`src/rtl/ws2812b_rx_if.sv`:
```
// Word hand-off channel of the WS2812B receiver: the receiver drives the
// word and its valid flag, the consumer answers with ready.
interface ws2812b_rx_if;
    logic [23:0] data_out;
    logic        valid;
    logic        ready;

    modport master (output data_out, output valid, input ready);
    modport slave  (input data_out, input valid, output ready);
endinterface

```
`src/rtl/ws2812b_rx.sv`:
```
// WS2812B single-wire receiver: measures high-pulse widths on an asynchronous
// line, decodes MSB-first 24-bit words and reports frame gaps and line errors.
module ws2812b_rx #(
    parameter int CLOCK_MHZ   = 64,
    parameter int THRESH_NS   = 600,
    parameter int MIN_HIGH_NS = 150,
    parameter int MAX_HIGH_NS = 2000,
    parameter int RESET_NS    = 50000
) (
    input  logic            clk,
    input  logic            rst_n,
    input  logic            din,
    ws2812b_rx_if.master    rx,
    output logic            frame_end,
    output logic            err_glitch,
    output logic            err_long,
    output logic            err_overrun,
    output logic            err_partial
);

    // Rounded nanosecond-to-cycle conversion, done at 64 bits and cut to 16.
    function automatic logic [15:0] ns_to_cyc(input longint mhz, input longint ns);
        longint c;
        c = (mhz * ns + 64'sd500) / 64'sd1000;
        return 16'(c);
    endfunction

    localparam logic [15:0] THRESH_C = ns_to_cyc(longint'(CLOCK_MHZ), longint'(THRESH_NS));
    localparam logic [15:0] MIN_C    = ns_to_cyc(longint'(CLOCK_MHZ), longint'(MIN_HIGH_NS));
    localparam logic [15:0] MAX_C    = ns_to_cyc(longint'(CLOCK_MHZ), longint'(MAX_HIGH_NS));
    localparam logic [15:0] RESET_C  = ns_to_cyc(longint'(CLOCK_MHZ), longint'(RESET_NS));

    typedef enum logic [1:0] {
        ST_WAIT_GAP = 2'd0,
        ST_IDLE     = 2'd1,
        ST_HIGH     = 2'd2,
        ST_LOW      = 2'd3
    } state_t;

    logic        sync1_r, sync2_r, prev_r;
    logic        rise_s, fall_s;
    state_t      state_r, state_s;
    logic [15:0] cnt_r, cnt_s, cnt_inc_s;
    logic [4:0]  bit_cnt_r, bit_cnt_s;
    logic [22:0] shift_r, shift_s;
    logic [23:0] word_r, word_s;
    logic        word_pend_r, word_pend_s;
    logic        word_seen_r, word_seen_s;
    logic        bit_s;
    logic        glitch_s, long_s, partial_s, fe_s;

    assign rise_s    = sync2_r & ~prev_r;
    assign fall_s    = prev_r & ~sync2_r;
    assign cnt_inc_s = (cnt_r == 16'hFFFF) ? cnt_r : cnt_r + 16'd1;
    assign bit_s     = (cnt_r >= THRESH_C);

    // Two-flop synchronizer for din followed by the edge-detect flop.
    always_ff @(posedge clk) begin
        if (!rst_n) begin
            sync1_r <= 1'b0;
            sync2_r <= 1'b0;
            prev_r  <= 1'b0;
        end else begin
            sync1_r <= din;
            sync2_r <= sync1_r;
            prev_r  <= sync2_r;
        end
    end

    // Decoder next-state: width measurement, bit shifting and gap handling.
    always_comb begin
        state_s     = state_r;
        cnt_s       = cnt_r;
        bit_cnt_s   = bit_cnt_r;
        shift_s     = shift_r;
        word_s      = word_r;
        word_pend_s = 1'b0;
        word_seen_s = word_seen_r;
        glitch_s    = 1'b0;
        long_s      = 1'b0;
        partial_s   = 1'b0;
        fe_s        = 1'b0;
        case (state_r)
            ST_WAIT_GAP: begin
                if (sync2_r) begin
                    cnt_s = 16'd0;
                end else if (cnt_inc_s >= RESET_C) begin
                    cnt_s   = 16'd0;
                    state_s = ST_IDLE;
                end else begin
                    cnt_s = cnt_inc_s;
                end
            end
            ST_IDLE: begin
                if (rise_s) begin
                    cnt_s   = 16'd1;
                    state_s = ST_HIGH;
                end else begin
                    cnt_s = 16'd0;
                end
            end
            ST_HIGH: begin
                // The long check wins over a coincident fall: width > MAX is an error.
                if (cnt_r > MAX_C) begin
                    long_s    = 1'b1;
                    bit_cnt_s = 5'd0;
                    cnt_s     = 16'd0;
                    state_s   = ST_WAIT_GAP;
                end else if (fall_s) begin
                    if (cnt_r < MIN_C) begin
                        glitch_s  = 1'b1;
                        bit_cnt_s = 5'd0;
                        cnt_s     = 16'd0;
                        state_s   = ST_WAIT_GAP;
                    end else begin
                        shift_s = {shift_r[21:0], bit_s};
                        cnt_s   = 16'd1;
                        state_s = ST_LOW;
                        if (bit_cnt_r == 5'd23) begin
                            bit_cnt_s   = 5'd0;
                            word_s      = {shift_r, bit_s};
                            word_pend_s = 1'b1;
                            word_seen_s = 1'b1;
                        end else begin
                            bit_cnt_s = bit_cnt_r + 5'd1;
                        end
                    end
                end else begin
                    cnt_s = cnt_inc_s;
                end
            end
            ST_LOW: begin
                if (rise_s) begin
                    cnt_s   = 16'd1;
                    state_s = ST_HIGH;
                end else if (cnt_inc_s >= RESET_C) begin
                    if (bit_cnt_r != 5'd0) begin
                        partial_s = 1'b1;
                    end else begin
                        partial_s = 1'b0;
                    end
                    if (word_seen_r) begin
                        fe_s = 1'b1;
                    end else begin
                        fe_s = 1'b0;
                    end
                    bit_cnt_s   = 5'd0;
                    word_seen_s = 1'b0;
                    cnt_s       = 16'd0;
                    state_s     = ST_IDLE;
                end else begin
                    cnt_s = cnt_inc_s;
                end
            end
            default: begin
                cnt_s     = 16'd0;
                bit_cnt_s = 5'd0;
                state_s   = ST_WAIT_GAP;
            end
        endcase
    end

    // Decoder state registers.
    always_ff @(posedge clk) begin
        if (!rst_n) begin
            state_r     <= ST_WAIT_GAP;
            cnt_r       <= 16'd0;
            bit_cnt_r   <= 5'd0;
            shift_r     <= 23'd0;
            word_r      <= 24'd0;
            word_pend_r <= 1'b0;
            word_seen_r <= 1'b0;
        end else begin
            state_r     <= state_s;
            cnt_r       <= cnt_s;
            bit_cnt_r   <= bit_cnt_s;
            shift_r     <= shift_s;
            word_r      <= word_s;
            word_pend_r <= word_pend_s;
            word_seen_r <= word_seen_s;
        end
    end

    // Output buffer and status pulses; a finished word loads if the buffer is
    // empty or being drained on this very edge, otherwise it is dropped.
    always_ff @(posedge clk) begin
        if (!rst_n) begin
            rx.data_out <= 24'd0;
            rx.valid    <= 1'b0;
            frame_end   <= 1'b0;
            err_glitch  <= 1'b0;
            err_long    <= 1'b0;
            err_overrun <= 1'b0;
            err_partial <= 1'b0;
        end else begin
            frame_end   <= fe_s;
            err_glitch  <= glitch_s;
            err_long    <= long_s;
            err_partial <= partial_s;
            err_overrun <= word_pend_r & rx.valid & ~rx.ready;
            if (word_pend_r && (!rx.valid || rx.ready)) begin
                rx.data_out <= word_r;
                rx.valid    <= 1'b1;
            end else if (rx.valid && rx.ready) begin
                rx.valid <= 1'b0;
            end else begin
                rx.valid <= rx.valid;
            end
        end
    end

endmodule

```
`src/flat_wrapper.sv`:
```
// flat-port wrapper written by rule: the top's interface ports become plain ports
module ws2812b_rx_flat 
#(
    parameter int CLOCK_MHZ   = 64,
    parameter int THRESH_NS   = 600,
    parameter int MIN_HIGH_NS = 150,
    parameter int MAX_HIGH_NS = 2000,
    parameter int RESET_NS    = 50000
)
  (clk, rst_n, din, frame_end, err_glitch, err_long, err_overrun, err_partial, rx_data_out, rx_valid, rx_ready);
  ws2812b_rx_if rx_i ();
  input  logic clk;
  input  logic rst_n;
  input  logic din;
  output logic frame_end;
  output logic err_glitch;
  output logic err_long;
  output logic err_overrun;
  output logic err_partial;
  output wire logic [$bits(rx_i.data_out)-1:0] rx_data_out;
  output wire logic [$bits(rx_i.valid)-1:0] rx_valid;
  input wire logic [$bits(rx_i.ready)-1:0] rx_ready;
  assign rx_data_out = rx_i.data_out;
  assign rx_valid = rx_i.valid;
  assign rx_i.ready = rx_ready;
  ws2812b_rx #(.CLOCK_MHZ(CLOCK_MHZ), .THRESH_NS(THRESH_NS), .MIN_HIGH_NS(MIN_HIGH_NS), .MAX_HIGH_NS(MAX_HIGH_NS), .RESET_NS(RESET_NS)) u_core (.clk(clk), .rst_n(rst_n), .din(din), .rx(rx_i), .frame_end(frame_end), .err_glitch(err_glitch), .err_long(err_long), .err_overrun(err_overrun), .err_partial(err_partial));
endmodule
```
`config.mk`:
```
export PLATFORM = sky130hd
export DESIGN_NAME = ws2812b_rx_flat
export DESIGN_NICKNAME = d
export VERILOG_FILES = /design/src/rtl/ws2812b_rx_if.sv /design/src/rtl/ws2812b_rx.sv /design/src/flat_wrapper.sv
export SDC_FILE = /design/constraint.sdc
export NUM_CORES = 1
export LEC_CHECK = 0
export CAP_MARGIN = 20
export CORE_ASPECT_RATIO = 1.5
export CORE_MARGIN = 10
export CORE_UTILIZATION = 45
export CTS_CLUSTER_SIZE = 12
export DETAILED_ROUTE_END_ITERATION = 8
export SYNTH_ARGS = -nofsm -noshare
export SYNTH_HDL_FRONTEND = slang
export SYNTH_SLANG_ARGS = --single-unit
```
`constraint.sdc`:
```
create_clock -name clk -period 3.67 [get_ports clk]
set_clock_uncertainty 0.05 [all_clocks]
set_input_delay 0.9175 -clock clk [delete_from_list [all_inputs] [get_ports clk]]
set_output_delay 0.9175 -clock clk [all_outputs]
set_load 0.005 [all_outputs]
```
==> out/metrics.cfg, run 1 <==
[yosys]
sequential_area_share_after_synthesis=0.473
synth_cell_types=55
synthesis.area_per_instance_um2=8.84
synth_async_sr_flop_share=0
synth.ff_latch_count=105
synth_edf_count=0
yosysWarningCount=0
ys.flop_type=sky130_fd_sc_hd__dfxtp_1
post_synth_inst_count=503
synthesis.area_um2=4450
leading_cell_type_by_number_of_instances_after_synthesis=sky130_fd_sc_hd__nand2_1
yosys-top-cells-count=sky130_fd_sc_hd__nand2_1, sky130_fd_sc_hd__dfxtp_1, sky130_fd_sc_hd__a21boi_0
synth_area_leaders=sky130_fd_sc_hd__dfxtp_1, sky130_fd_sc_hd__nand2_1, sky130_fd_sc_hd__a21boi_0, sky130_fd_sc_hd__mux2i_1, sky130_fd_sc_hd__nor2b_1
netlist.top_cell.by_area=sky130_fd_sc_hd__dfxtp_1
netlist.area_leader.share=0.473

[worst_setup_path]
crit_type=reg -> reg
timing.critical_path.cells=ha_1 -> nand4_1 -> or4_1 -> a31o_2 -> a22oi_2 -> o31a_1 -> a211oi_1
cp.arrival_ps=3110
worstSetupEndpointType=register
cp.required_ps=3830
crit_fanout=11
r2r_start=u_core.cnt_r[0]$_SDFF_PN0_
setup.reg_to_reg.worst_slack_ps=720
critical_path.max_stage_delay_ps=570
crit_buf_inv=0
crit_path_top_delay_cell=sky130_fd_sc_hd__or4_1
regToRegEndpoint=u_core.cnt_r[1]$_SDFF_PN0_
number_of_cells_on_the_worst_reg_to_reg_path=7
start_kind=register
delay_heaviest_family_cp=compound AO/OA/AOI/OAI gates

[placement]
sum_of_net_half_perimeters_after_detailed_placement_mm=5.75
place.port_buffers=33
finalWeightedCongestion=0.900
dp_slack_ps=708

[flow_run]
drv_cap=0

[clocking]
cts_tree=built
clock-root-buffer=sky130_fd_sc_hd__clkbuf_16
register_clock_pin_slew_on_the_reported_worst_setup_and_hold_paths_ps=70
cts_setup_buffers=0
ctsLongestPathBuffers=2
htreeDepth=3
cts_inserted_buffers=9
cts.sink_count=105
cts-hold-fix-buffers=0
clock_insertion_delay_worst_skew_ps=350
cts.repair.resized=0

[drt]
route.antenna.remaining_nets=0
detail_route.vias_per_cell=5.24
wl_per_cell_um=13.7
drt_pass1_iterations=4
drt_drc_violations_left=0
num_vias=3347
drt-initial-drc-count=170
drt_wl_total_mm=8.76

[floorplan]
dieHeight_um=142
design.die.area_um2=14300
start_util=0.459
core_area_um2=9690
ios=34
fp.dieW_um=101
core.rowCount=44

[timing]
setup-violations-final=0
period_minus_slack_ps=2950
worstMarginPinSlew_ps=857
report.final.slew_viol_count=0
slew_headroom=0.429
setup_repair_after_global_routing_missed_its_margin=no
min_period_over_period=0.804
layout_setup_ws_ps=719
finalHoldViolCount=0
maxClockFrequency_ghz=0.339
setup_total_negative_slack_ps=0

[finish]
finish.net_count=527
layout_cells_sized_above_1=0.0611
number_of_inserted_diodes=0
synthToLayoutAreaGrowth_pct=14.7

[status]
status=finished, final reports clean

[grt]
pin_count_of_the_biggest_net_entering_global_routing=61
globalRouteOverflowTotal=0
initial_antenna_violation_count=0
grt_pass1_wl_mm=14.8
number_of_global_route_vias_before_repair=3168
track_usage=0.124

[power]
net_switching_power_figure_mw=0.461
powerDensity_nw_per_um2=427
clock_power_share=0.449
totalPowerFinal_mw=2.18
share_seq_of_total_power=0.529
comb_power_share=0.022
cell_internal_power_mw=1.72
peakVddDrop_uv=375
swShare=0.212
power_leakage_nw=1.87

[min_path]
min_path_type=reg -> reg
hp-start=u_core.word_seen_r$_SDFFE_PN0P_
min_to=u_core.frame_end$_SDFF_PP0_
worst_hold_path.num_cells=2

worst max path at each step:
| stage | from | end | slack (ps) | cells past startpoint |
|---|---|---|---|---|
| floorplan | u_core.cnt_r[0]$_SDFF_PN0_ | u_core.cnt_r[2]$_SDFF_PN0_ | 1110 | 9 |
| global placement | u_core.cnt_r[0]$_SDFF_PN0_ | u_core.cnt_r[1]$_SDFF_PN0_ | 810 | 7 |
| detailed placement | u_core.cnt_r[0]$_SDFF_PN0_ | u_core.cnt_r[6]$_SDFF_PN0_ | 710 | 7 |
| CTS | u_core.cnt_r[0]$_SDFF_PN0_ | u_core.cnt_r[6]$_SDFF_PN0_ | 700 | 7 |
| global route | u_core.cnt_r[0]$_SDFF_PN0_ | u_core.cnt_r[9]$_SDFF_PN0_ | 440 | 7 |
| finish | u_core.cnt_r[0]$_SDFF_PN0_ | u_core.cnt_r[1]$_SDFF_PN0_ | 720 | 7 |
placed cells by master (no fill, tap or decap), drive strengths merged, types with 2 or more instances in the layout:
cell type / instances
mux2i: 23
a211oi: 2
ha: 4
nor4: 2
o31ai: 2
buf: 6
conb: 4
o21ai: 9
nand4: 8
a31oi: 3
o41ai: 2
clkbuf: 10
xnor2: 4
or2: 2
and4: 2
nor2: 22
a31o: 2
nand2b: 4
a21boi: 47
nand3: 11
clkinv: 2
and2: 9
or4: 2
xor2: 6
a21oi: 15
nor2b: 24
and3: 7
nor3: 8
nand2: 114
inv: 9
o31a: 5
clkdlybuf4s50: 32
dfxtp: 105
power by group through the flow:
stage / combinational [mW] / clock, mW / sequential [mW]
2_1_floorplan: 0.0415 / 0 / 1.17
3_3_place_gp: 0.0468 / 0 / 1.18
3_5_place_dp: 0.0472 / 0 / 1.18
4_1_cts: 0.0474 / 1.01 / 1.15
5_1_grt: 0.0524 / 1.05 / 1.15
6_report: 0.0470 / 0.978 / 1.15
sequential cells by signal, indices dropped and copies added, names as in the netlist, 2 cells and up:
name / count
u_core.rx.data_out: 24
u_core.shift_r: 23
u_core.state_r: 2
u_core.bit_cnt_r: 5
u_core.cnt_r: 16
u_core.word_r: 24
final cells by class:
| class | count | area [um2] |
|---|---|---|
| Tap cell | 115 | 144 |
| Fill cell | 949 | 4590 |
| Sequential cell | 105 | 2100 |
| Clock inverter | 6 | 65.1 |
| Timing Repair Buffer | 38 | 363 |
| Inverter | 7 | 26.3 |
| Multi-Input combinational cell | 358 | 2160 |
| Clock buffer | 10 | 239 |
metrics by stage:
step,hold slack (ps),instance area (um2),util,std cells
after floorplan,362,4460,-,506
after global placement,378,4800,0.495,623
after detailed placement,379,4800,0.495,623
after CTS,388,5100,0.526,639
after global routing,401,5100,0.526,639
final,388,5100,0.526,639
layer usage:
| layer | vias up | global-route usage | wire (um) |
|---|---|---|---|
| met2 | 53 | 0.199 | 4250 |
| met1 | 1542 | 0.149 | 3950 |
| met5 | - | 0 | 0 |
| li1 | 1736 | - | - |
| met4 | 0 | 0.0611 | 189 |
| met3 | 16 | 0.0316 | 368 |
kinds of logic (layout without fill, tap and decap cells):
family | after synthesis | in the layout | share of synthesized area
compound gates | 98 | 98 | 0.166
xor+xnor | 10 | 10 | 0.0197
fa+ha+maj | 4 | 4 | 0.0113
buf+inv | 43 | 61 | 0.0433
flops | 105 | 105 | 0.473
mux | 23 | 23 | 0.0518
other cells | 1 | 4 | 0.000844
simple gates | 219 | 219 | 0.234
worst min-delay path, delay by kind of cell, from the launching register on:
kind / cells / cell delay [ps]
flops: 1 / 310
simple gates: 2 / 80
(Power assumes the default switching activity.)
==> inputs of run 2 (changes only) <==
--- a/config.mk
+++ b/config.mk
@@ -11,6 +11,7 @@
 export CORE_UTILIZATION = 45
 export CTS_CLUSTER_SIZE = 12
 export DETAILED_ROUTE_END_ITERATION = 8
+export PLACE_DENSITY = 0.67
 export SYNTH_ARGS = -nofsm -noshare
 export SYNTH_HDL_FRONTEND = slang
 export SYNTH_SLANG_ARGS = --single-unit
==> constraint.sdc (replaced) <==
create_clock -name clk -period 2.7 [get_ports clk]
set_clock_uncertainty 0.05 [all_clocks]
set_input_delay 0.675 -clock clk [delete_from_list [all_inputs] [get_ports clk]]
set_output_delay 0.675 -clock clk [all_outputs]
set_load 0.005 [all_outputs]
==> out/metrics.cfg, run 2 (synthesis gave the netlist of run 1 again) <==
[min_path]
min_path_type=reg -> reg  ; unchanged

[worst_setup_path]
cp.arrival_ps=2760  ; was 3110 ps
crit_type=reg -> reg  ; unchanged
crit_fanout=6  ; was 11
cp.required_ps=2920  ; was 3830 ps
worstSetupEndpointType=register  ; unchanged
start_kind=register  ; unchanged

[floorplan]
core.rowCount=44  ; unchanged
fp.dieW_um=101  ; unchanged
design.die.area_um2=14300  ; unchanged
ios=34  ; unchanged
start_util=0.459  ; unchanged
core_area_um2=9690  ; unchanged
dieHeight_um=142  ; unchanged

[grt]
globalRouteOverflowTotal=0  ; unchanged
track_usage=0.126  ; was 0.124
grt_pass1_wl_mm=15.1  ; was 14.8 mm
number_of_global_route_vias_before_repair=3284  ; was 3168
pin_count_of_the_biggest_net_entering_global_routing=67  ; was 61
initial_antenna_violation_count=0  ; unchanged

[clocking]
htreeDepth=3  ; unchanged
cts.sink_count=105  ; unchanged
cts_tree=built  ; unchanged
clock-root-buffer=sky130_fd_sc_hd__clkbuf_16  ; unchanged
cts_inserted_buffers=9  ; unchanged
clock_insertion_delay_worst_skew_ps=340  ; was 350 ps
ctsLongestPathBuffers=2  ; unchanged
cts-hold-fix-buffers=0  ; unchanged
register_clock_pin_slew_on_the_reported_worst_setup_and_hold_paths_ps=60  ; was 70 ps
cts_setup_buffers=0  ; unchanged

[timing]
report.final.slew_viol_count=0  ; unchanged
min_period_over_period=0.938  ; was 0.804
setup_total_negative_slack_ps=0  ; unchanged
slew_headroom=0.461  ; was 0.429
setup_repair_after_global_routing_missed_its_margin=no  ; unchanged
hold-worst-slack_ps=383  ; was 388 ps
worstMarginPinSlew_ps=808  ; was 857 ps
finalHoldViolCount=0  ; unchanged
period_minus_slack_ps=2530  ; was 2950 ps
maxClockFrequency_ghz=0.395  ; was 0.339 GHz
setup-violations-final=0  ; unchanged
layout_setup_ws_ps=167  ; was 719 ps

[drt]
drt-initial-drc-count=112  ; was 170
wl_per_cell_um=13.5  ; was 13.7 um
drt_wl_total_mm=8.71  ; was 8.76 mm
drt_pass1_iterations=4  ; unchanged
route.antenna.remaining_nets=0  ; unchanged
detail_route.vias_per_cell=5.24  ; about the same
drt_drc_violations_left=0  ; unchanged
num_vias=3392  ; was 3347

[finish]
biggestRegsByFlops=u_core.rx.data_out (24), u_core.word_r (24), u_core.shift_r (23)  ; unchanged
finish.net_count=538  ; was 527
final_common_cell=sky130_fd_sc_hd__nand2_1  ; unchanged
number_of_inserted_diodes=0  ; unchanged
synthToLayoutAreaGrowth_pct=16.5  ; was 14.7%
layout_cells_sized_above_1=0.0771  ; was 0.0611
final_core_util=0.534  ; was 0.526
most-common-layout-cells=sky130_fd_sc_hd__nand2_1, sky130_fd_sc_hd__dfxtp_1, sky130_fd_sc_hd__a21boi_0, sky130_fd_sc_hd__clkdlybuf4s50_1, sky130_fd_sc_hd__nor2b_1  ; unchanged
final_cell_area_um2=5180  ; was 5100 um2

[power]
powerDensity_nw_per_um2=540  ; was 427 nW/um2
peakVddDrop_uv=440  ; was 375 uV
power_leakage_nw=1.91  ; was 1.87 nW

[placement]
place.port_buffers=33  ; unchanged
finalWeightedCongestion=0.835  ; was 0.900
dp_slack_ps=154  ; was 708 ps
placed_cell_area_um2=4920  ; was 4800 um2
sum_of_net_half_perimeters_after_detailed_placement_mm=5.98  ; was 5.75 mm

[status]
status=finished, final reports clean  ; unchanged

[flow_run]
drv_cap=0  ; unchanged

run 2: changes by cell type in the layout (fill, tap and decap cells not counted):
cell / delta
sky130_fd_sc_hd__clkinv_2: -1
sky130_fd_sc_hd__clkinvlp_4: +1
sky130_fd_sc_hd__dfxtp_1: -1
sky130_fd_sc_hd__buf_12: +3
sky130_fd_sc_hd__bufinv_16: -1
sky130_fd_sc_hd__dfxtp_2: +1
sky130_fd_sc_hd__buf_4: +8
sky130_fd_sc_hd__inv_6: -2
run 2: layer usage:
metal | track usage | part of all wire | vias up
li1 | - | - | 1756
met2 | 0.203 | 0.50 | 71
met3 | 0.0350 | 0.054 | 14
met4 | 0.0581 | 0.019 | 0
met5 | 0 | 0 | -
met1 | 0.149 | 0.43 | 1551
run 2: worst paths after layout:
path                                            to  slack, ps                            start  depth (start not counted)
setup / recovery  u_core.bit_cnt_r[1]$_SDFFE_PN0P_        170       u_core.cnt_r[5]$_SDFF_PN0_                          7
hold / removal         u_core.frame_end$_SDFF_PP0_        380  u_core.word_seen_r$_SDFFE_PN0P_                          2
setup reg to reg  u_core.bit_cnt_r[1]$_SDFFE_PN0P_        170       u_core.cnt_r[5]$_SDFF_PN0_                          7
hold reg to reg        u_core.frame_end$_SDFF_PP0_        380  u_core.word_seen_r$_SDFFE_PN0P_                          2
run 2: worst max-delay path: stages, from the launching register on:
cell and delay, ps:
sky130_fd_sc_hd__dfxtp_1 450, sky130_fd_sc_hd__buf_4 180, sky130_fd_sc_hd__nand4_1 210, sky130_fd_sc_hd__or4_1 490, sky130_fd_sc_hd__a31o_2 260, sky130_fd_sc_hd__a22oi_2 320, sky130_fd_sc_hd__o31a_1 310, sky130_fd_sc_hd__mux2i_1 200
run 2: timing repair:
action	in CTS	in global routing
hold endpoints to repair	0	0
resized for setup	0	1
endpoints found under the setup margin	0	1
run 2: through the flow:
step	power, mW	instances
after global routing	2.90	647
after global placement	1.67	634
after CTS	2.84	647
after floorplan	1.65	506
final	2.79	647
after detailed placement	1.67	634
run 2: area by class of cell:
class	instances	area (um2)
Inverter	7	26.3
Tap cell	115	144
Timing Repair Buffer	49	483
Sequential cell	105	2100
Clock inverter	3	20.0
Multi-Input combinational cell	358	2160
Fill cell	892	4510
Clock buffer	10	239
run 2: power by group:
| part | switching [mW] | leakage [nW] | internal [mW] |
|---|---|---|---|
| clock | 0.526 | 0.122 | 0.633 |
| sequential | 0.0108 | 0.848 | 1.56 |
| combinational | 0.0345 | 0.939 | 0.0341 |
==> inputs of run 3 (changes only) <==
--- a/config.mk
+++ b/config.mk
@@ -8,10 +8,11 @@
 export CAP_MARGIN = 20
 export CORE_ASPECT_RATIO = 1.5
 export CORE_MARGIN = 10
-export CORE_UTILIZATION = 45
+export CORE_UTILIZATION = 52
 export CTS_CLUSTER_SIZE = 12
 export DETAILED_ROUTE_END_ITERATION = 8
-export PLACE_DENSITY = 0.67
+export PLACE_DENSITY = 0.75
+export SLEW_MARGIN = 20
 export SYNTH_ARGS = -nofsm -noshare
 export SYNTH_HDL_FRONTEND = slang
 export SYNTH_SLANG_ARGS = --single-unit
==> out/metrics.cfg, run 3 (synthesis gave the netlist of run 1 again) <==
[clocking]
ctsLongestPathBuffers=2  ; unchanged
cts-hold-fix-buffers=0  ; unchanged
cts.repair.resized=0  ; unchanged
cts_inserted_buffers=9  ; unchanged
clock_insertion_delay_worst_skew_ps=340  ; about the same
cts_setup_buffers=0  ; unchanged
clock-root-buffer=sky130_fd_sc_hd__clkbuf_16  ; unchanged
cts_tree=built  ; unchanged
register_clock_pin_slew_on_the_reported_worst_setup_and_hold_paths_ps=70  ; was 60 ps
cts.sink_count=105  ; unchanged
htreeDepth=3  ; unchanged

[grt]
initial_antenna_violation_count=0  ; unchanged
pin_count_of_the_biggest_net_entering_global_routing=90  ; was 67
grt_pass1_wl_mm=14.3  ; was 15.1 mm
number_of_global_route_vias_before_repair=3281  ; was 3284
globalRouteOverflowTotal=0  ; unchanged
track_usage=0.135  ; was 0.126

[drt]
route.antenna.remaining_nets=0  ; unchanged
drt_drc_violations_left=0  ; unchanged
drt_wl_total_mm=8.29  ; was 8.71 mm
num_vias=3369  ; was 3392
drt-initial-drc-count=145  ; was 112
drt_pass1_iterations=4  ; unchanged
detail_route.vias_per_cell=5.26  ; was 5.24
wl_per_cell_um=13.0  ; was 13.5 um

[timing]
period_minus_slack_ps=2580  ; was 2530 ps
setup_total_negative_slack_ps=0  ; unchanged
worstMarginPinSlew_ps=690  ; was 808 ps
setup-violations-final=0  ; unchanged
maxClockFrequency_ghz=0.388  ; was 0.395 GHz
slew_headroom=0.535  ; was 0.461
min_period_over_period=0.954  ; was 0.938
report.final.slew_viol_count=0  ; unchanged
setup_repair_after_global_routing_missed_its_margin=no  ; unchanged
finalHoldViolCount=0  ; unchanged

[min_path]
min_to=u_core.frame_end$_SDFF_PP0_  ; unchanged
worst_hold_path.num_cells=2  ; unchanged
hp-start=u_core.word_seen_r$_SDFFE_PN0P_  ; unchanged
min_path_type=reg -> reg  ; unchanged

[finish]
layout_cells_sized_above_1=0.0769  ; was 0.0771
finish.net_count=536  ; was 538
biggestRegsByFlops=u_core.rx.data_out (24), u_core.word_r (24), u_core.shift_r (23)  ; unchanged
number_of_inserted_diodes=0  ; unchanged
final_common_cell=sky130_fd_sc_hd__nand2_1  ; unchanged
synthToLayoutAreaGrowth_pct=15.7  ; was 16.5%
most-common-layout-cells=sky130_fd_sc_hd__nand2_1, sky130_fd_sc_hd__dfxtp_1, sky130_fd_sc_hd__a21boi_0, sky130_fd_sc_hd__clkdlybuf4s50_1, sky130_fd_sc_hd__nor2b_1  ; unchanged
final_core_util=0.615  ; was 0.534

[floorplan]
fp.dieW_um=95.5  ; was 101 um
core_area_um2=8360  ; was 9690 um2
dieHeight_um=133  ; was 142 um
core.rowCount=41  ; was 44
ios=34  ; unchanged
start_util=0.532  ; was 0.459
design.die.area_um2=12700  ; was 14300 um2

[worst_setup_path]
setup.reg_to_reg.worst_slack_ps=120  ; was 170 ps
setup.worst_path.start=u_core.cnt_r[2]$_SDFF_PN0_  ; was u_core.cnt_r[5]$_SDFF_PN0_
crit_fanout=10  ; was 6
regToRegEndpoint=u_core.bit_cnt_r[1]$_SDFFE_PN0P_  ; unchanged
cp.required_ps=2930  ; was 2920 ps
crit_type=reg -> reg  ; unchanged
cp.arrival_ps=2800  ; was 2760 ps
start_kind=register  ; unchanged
worstSetupEndpointType=register  ; unchanged
number_of_cells_on_the_worst_reg_to_reg_path=6  ; was 7
r2r_start=u_core.cnt_r[2]$_SDFF_PN0_  ; was u_core.cnt_r[5]$_SDFF_PN0_

[power]
power_leakage_nw=1.90  ; was 1.91 nW
powerDensity_nw_per_um2=551  ; was 540 nW/um2
peakVddDrop_uv=345  ; was 440 uV

[status]
status=finished, final reports clean  ; unchanged

[placement]
place.port_buffers=33  ; unchanged
sum_of_net_half_perimeters_after_detailed_placement_mm=5.64  ; was 5.98 mm
finalWeightedCongestion=0.871  ; was 0.835

[flow_run]
drv_cap=0  ; unchanged

[run 3: cell type report]
cell class,count,area (um2)
fillers,729,3220
well taps,107,134
flip-flops and latches,105,2100
inverters,7,26.3
clock buffers,12,246
multi-input cells,358,2160
repair buffers,47,443
clock inverters,4,28.8
[run 3: worst max-delay path by stage]
stage                                                  end  slack (ps)  depth (start not counted)
after floorplan                 u_core.cnt_r[2]$_SDFF_PN0_         140                          9
after global placement    u_core.bit_cnt_r[1]$_SDFFE_PN0P_         170                          6
after detailed placement    u_core.word_r[11]$_SDFFE_PN0P_         160                          7
final                     u_core.bit_cnt_r[1]$_SDFFE_PN0P_         120                          6
after global routing      u_core.bit_cnt_r[1]$_SDFFE_PN0P_           4                          6
after CTS                 u_core.bit_cnt_r[1]$_SDFFE_PN0P_         120                          6
[run 3: power breakdown]
| group | internal (mW) | switching (mW) |
|---|---|---|
| sequential | 1.56 | 0.0105 |
| combinational | 0.0333 | 0.0334 |
| clock | 0.651 | 0.548 |
[run 3: worst max-delay path, cell delays in order (launching register included)]
cell                      delay, ps
sky130_fd_sc_hd__dfxtp_1        520
sky130_fd_sc_hd__nand4_1        260
sky130_fd_sc_hd__or4_1          580
sky130_fd_sc_hd__a31o_2         260
sky130_fd_sc_hd__a22oi_2        310
sky130_fd_sc_hd__o31a_1         330
sky130_fd_sc_hd__mux2i_1        200
[run 3: layer usage]
| metal | part of all wire | track usage | wire (um) |
|---|---|---|---|
| met5 | 0 | 0 | 0 |
| met1 | 0.44 | 0.154 | 3650 |
| met4 | 0.015 | 0.0806 | 125 |
| met3 | 0.046 | 0.0219 | 379 |
| met2 | 0.50 | 0.225 | 4130 |
[run 3: metrics by stage]
| stage | instance area (um2) | power [mW] | setup WS, ps | hold slack (ps) | cells |
|---|---|---|---|---|---|
| floorplan | 4460 | 1.65 | 138 | 362 | 506 |
| global placement | 4870 | 1.67 | 170 | 373 | 624 |
| detailed placement | 4870 | 1.67 | 158 | 379 | 624 |
| CTS | 5140 | 2.87 | 115 | 389 | 640 |
| global route | 5140 | 2.94 | 3.94 | 421 | 640 |
| finish | 5140 | 2.83 | 124 | 386 | 640 |
